--- src/rtl/counter_ramp_ctrl.sv ---
// counter_ramp_ctrl: steps an external up/down counter to a commanded target at a programmable rate
module counter_ramp_ctrl #(
  parameter int LENGTH    = 8,
  parameter int DIV_WIDTH = 16
) (
  input  logic                 clk,
  input  logic                 rst,
  input  logic                 cmd_valid,
  output logic                 cmd_ready,
  input  logic [LENGTH-1:0]    cmd_target,
  input  logic [DIV_WIDTH-1:0] cmd_div,
  input  logic                 abort,
  input  logic [LENGTH-1:0]    ctr_value,
  output logic                 ctr_enable,
  output logic                 ctr_up_down,
  output logic                 busy,
  output logic                 done,
  output logic                 aborted
);
  typedef enum logic [1:0] {IDLE, DECIDE, WAIT, DONE} state_t;
  state_t state_q, state_d;
  logic [LENGTH-1:0] target_q, target_d;
  logic [DIV_WIDTH-1:0] div_q, div_d, pre_q, pre_d;
  logic enable_q, enable_d, up_q, up_d, busy_q, busy_d, done_q, done_d, aborted_q, aborted_d;
  assign cmd_ready   = state_q == IDLE;
  assign ctr_enable  = enable_q;
  assign ctr_up_down = up_q;
  assign busy        = busy_q;
  assign done        = done_q;
  assign aborted     = aborted_q;
  always_comb begin
    state_d   = state_q;
    target_d  = target_q;
    div_d     = div_q;
    pre_d     = pre_q;
    enable_d  = 1'b0;
    up_d      = up_q;
    done_d    = state_q == DONE;
    aborted_d = 1'b0;
    case (state_q)
      IDLE: if (cmd_valid) begin
        target_d = cmd_target;
        div_d    = cmd_div;
        state_d  = DECIDE;
      end
      DECIDE: if (abort) begin
        aborted_d = 1'b1;
        state_d   = IDLE;
      end else if (ctr_value == target_q) begin
        state_d = DONE;
      end else begin
        enable_d = 1'b1;
        up_d     = target_q > ctr_value;
        pre_d    = div_q;
        state_d  = WAIT;
      end
      WAIT: if (abort) begin
        aborted_d = 1'b1;
        state_d   = IDLE;
      end else if (pre_q == '0) begin
        state_d = DECIDE;
      end else begin
        pre_d = pre_q - DIV_WIDTH'(1);
      end
      DONE: state_d = IDLE;
      default: state_d = IDLE;
    endcase
    busy_d = state_d != IDLE;
  end
  always_ff @(posedge clk) begin
    if (rst) begin
      state_q   <= IDLE;
      target_q  <= '0;
      div_q     <= '0;
      pre_q     <= '0;
      enable_q  <= 1'b0;
      up_q      <= 1'b0;
      busy_q    <= 1'b0;
      done_q    <= 1'b0;
      aborted_q <= 1'b0;
    end else begin
      state_q   <= state_d;
      target_q  <= target_d;
      div_q     <= div_d;
      pre_q     <= pre_d;
      enable_q  <= enable_d;
      up_q      <= up_d;
      busy_q    <= busy_d;
      done_q    <= done_d;
      aborted_q <= aborted_d;
    end
  end
endmodule
--- config.mk ---
export PLATFORM = sky130hd
export DESIGN_NAME = counter_ramp_ctrl
export DESIGN_NICKNAME = d
export VERILOG_FILES = /design/src/rtl/counter_ramp_ctrl.sv
export SDC_FILE = /design/constraint.sdc
export NUM_CORES = 1
export LEC_CHECK = 0
export CELL_PAD_IN_SITES_DETAIL_PLACEMENT = 0
export CELL_PAD_IN_SITES_GLOBAL_PLACEMENT = 1
export CORE_MARGIN = 2
export CORE_UTILIZATION = 45
export DETAILED_ROUTE_END_ITERATION = 7
export DONT_BUFFER_PORTS = 1
export PLACE_DENSITY_LB_ADDON = 0.1
export SLEW_MARGIN = 10
export SYNTH_ARGS = -nofsm -noshare
export SYNTH_HDL_FRONTEND = slang
export SYNTH_SLANG_ARGS = --single-unit
--- constraint.sdc ---
create_clock -name clk -period 3.93 [get_ports clk]
set_input_delay 0.786 -clock clk [delete_from_list [all_inputs] [get_ports clk]]
set_output_delay 0.786 -clock clk [all_outputs]
set_load 0.005 [all_outputs]
==> impl_metrics.yaml <==
yosys:
  synth_edf_count: 0
  yosys_warnings: 0
  yosys_register_bits: 47
  synth_top_area_cell: "dfxtp_1"
  synth_area_sq_um: 2450
  synthCells: 310
  yosysUniqueCellTypes: 45
  synth_nets: 360
  synth_top_cells_by_area: "dfxtp_1, a21oi_1, nand2_1, ha_1, nor2b_1"
  syn_avg_cell_area_sq_um: 7.91
  yosysTopAreaCellShare_pct: 38.4
  synth-seq-area-share_pct: 38.4
  synth_ff_type: "dfxtp_1"
  synth-async-reset-ratio_pct: 0
drt:
  drt_iter0_drc: 108
  ant_nets: 0
  avgRoutedWirePerCell_um: 14.5
  drt-total-wl_mm: 5.39
  routed_via_density: 5.42
  vias: 2009
  drc: 0
  drt-pass1-iter-count: 4
floorplanning:
  die_height_um: 77.8
  dieArea_sq_um: 6060
  die_w_um: 77.8
  num_rows: 26
  start_util_pct: 47.4
  core-area_sq_um: 5170
  io_pins: 42
cts:
  post_cts_buffers: 0
  post_cts_resized: 0
  cts_buffers: 5
  cts_hold_buf: 0
  insertion_delay_ns: 0.30
  ctsRootBufferMaster: "clkbuf_8"
  clockBufferDepth: 2
  clkTransAtPathRegs_ns: 0.09
  h-tree-depth: 2
  cts_tree: "yes"
  cts_sinks: 47
finish:
  seq_area_sq_um: 941
  area_growth_syn_to_layout_pct: 4.29
  layout.nets: 350
  drive_gt1_share_pct: 7.64
  diodes: 0
  mostFrequentLayoutCell: "nand2_1"
  fill_cells: 522
  layout_common_cells: "nand2_1, a21oi_1, dfxtp_1, o21ai_0, nor2_1"
  multi_input_area_sq_um: 1380
  finish.utilization_pct: 49.4
timing:
  max_freq_ghz: 0.445
  timing.final.ws_setup_ns: 1.68
  max_slew_margin_pct: 44.6
  maxSlewViolCount: 0
  finalClockSkew_ns: 0.00552
  finalHoldViolations: 0
  setup_viol: 0
  tightest_slew_ns: 0.829
  setup-tns-final_ns: 0
  finalCritPeriodShare_pct: 57.1
  grt_setup_unrepaired: "false"
  min_period_ns: 2.25
worst_setup_path:
  worst_setup_path_end_kind: "flip-flop"
  crit_start: "ctr_value[5]"
  cp-start-kind: "primary input"
  r2r-start: "pre_q[0]$_SDFFE_PP0P_"
  critical_path.max_fanout: 18
  critPathKind: "in -> reg"
  crit_required_ns: 4.17
  worst_ep_arrival_time_ns: 2.48
worst_hold_path:
  min_path_type: "reg -> reg"
  hp-start: "div_q[15]$_SDFFE_PP0P_"
power:
  power.density_nw_per_um2: 395
  irDropWorstVdd_mv: 0.174
  power_leakage_nw: 0.955
run_status:
  status: "finished clean"
global_route:
  overflow: 0
  grt_pass1_wl_mm: 9.21
  grt_pass1_vias: 1915
  gr-usage-all-layers_pct: 19.0
  antenna_found_initial: 0
  grt_max_degree: 49
placed_design:
  gp_congestion: 0.788
  dp_hpwl_mm: 3.63
  portBuffers: 0
  place_ws_ns: 1.36
run:
  max_cap_viol_count: 0
[critical path: stages]
cell	delay [ns]
inv_1	0.02
ha_1	0.28
nand4_1	0.15
nor3_1	0.51
a2111o_2	0.42
o21ai_0	0.15
a21oi_1	0.15
[Yosys cell counts (all sizes together), types with 2 or more instances]
| library cell | instances |
|---|---|
| nor2b | 14 |
| o2bb2ai | 3 |
| and3 | 6 |
| a31oi | 2 |
| nor3b | 2 |
| nor2 | 16 |
| a21oi | 49 |
| o32ai | 2 |
| ha | 14 |
| o21a | 2 |
| nand2 | 62 |
| and4b | 2 |
| o21bai | 2 |
| nand4 | 2 |
| nor3 | 8 |
| inv | 15 |
| and2 | 2 |
| nand3 | 2 |
| clkbuf | 14 |
| nor4 | 2 |
| o21ai | 23 |
| dfxtp | 47 |
| buf | 4 |
[worst paths after layout]
path | slack, ns | depth (start not counted) | end
worst min register to register | 0.45 | 2 | div_q[15]$_SDFFE_PP0P_
worst max-delay path | 1.68 | 7 | pre_q[6]$_SDFFE_PP0P_
worst max register to register | 1.69 | 7 | pre_q[4]$_SDFFE_PP0P_
worst min-delay path | 0.45 | 2 | div_q[15]$_SDFFE_PP0P_
[layout make-up]
cell class	count	share of cell area [%]
clock buffers	5	2.69
well taps	70	3.42
flip-flops and latches	47	36.8
multi-input cells	230	53.8
inverters	15	2.20
clock inverters	3	0.783
repair buffers	1	0.294
[sequential cells by signal, summed over array words and instances, names as in the netlist]
name and flops:
ctr_up_down 1, state_q 2, target_q 8, pre_q 16
busy 1, done 1, aborted 1, ctr_enable 1
div_q 16
[metal layers]
| layer | wire, um | global-route usage (%) | up-vias |
|---|---|---|---|
| met2 | 2280 | 28.0 | 36 |
| met3 | 246 | 4.30 | 7 |
| li1 | - | - | 1046 |
| met1 | 2780 | 27.0 | 920 |
| met4 | 74 | 6.79 | 0 |
| met5 | 0 | 0 | - |
[metrics by stage]
| step | hold slack (ns) | cells | instance area (sq um) | total power, mW |
|---|---|---|---|---|
| after floorplan | 0.432 | 310 | 2450 | 0.697 |
| after global placement | 0.435 | 363 | 2470 | 0.728 |
| after detailed placement | 0.437 | 363 | 2470 | 0.729 |
| after CTS | 0.451 | 371 | 2560 | 1.03 |
| after global routing | 0.470 | 371 | 2560 | 1.07 |
| final | 0.450 | 371 | 2560 | 1.01 |
[power by group]
group / total [mW] / switching [mW] / leakage (nW) / internal [mW]
combinational: 0.191 / 0.116 / 0.531 / 0.0746
clock: 0.295 / 0.171 / 0.0402 / 0.124
sequential: 0.526 / 0.0198 / 0.383 / 0.506
total: 1.01 / 0.306 / 0.955 / 0.704
[cells by family (layout without fill, tap and decap cells)]
group,count (synthesis),after routing,synth area share (%)
simple gates,126,126,26.3
compound gates,89,89,22.2
flops,47,47,38.4
buf+inv,33,24,5.51
fa+ha+maj,14,14,7.14
mux,1,1,0.459
(Power assumes the default switching activity.)
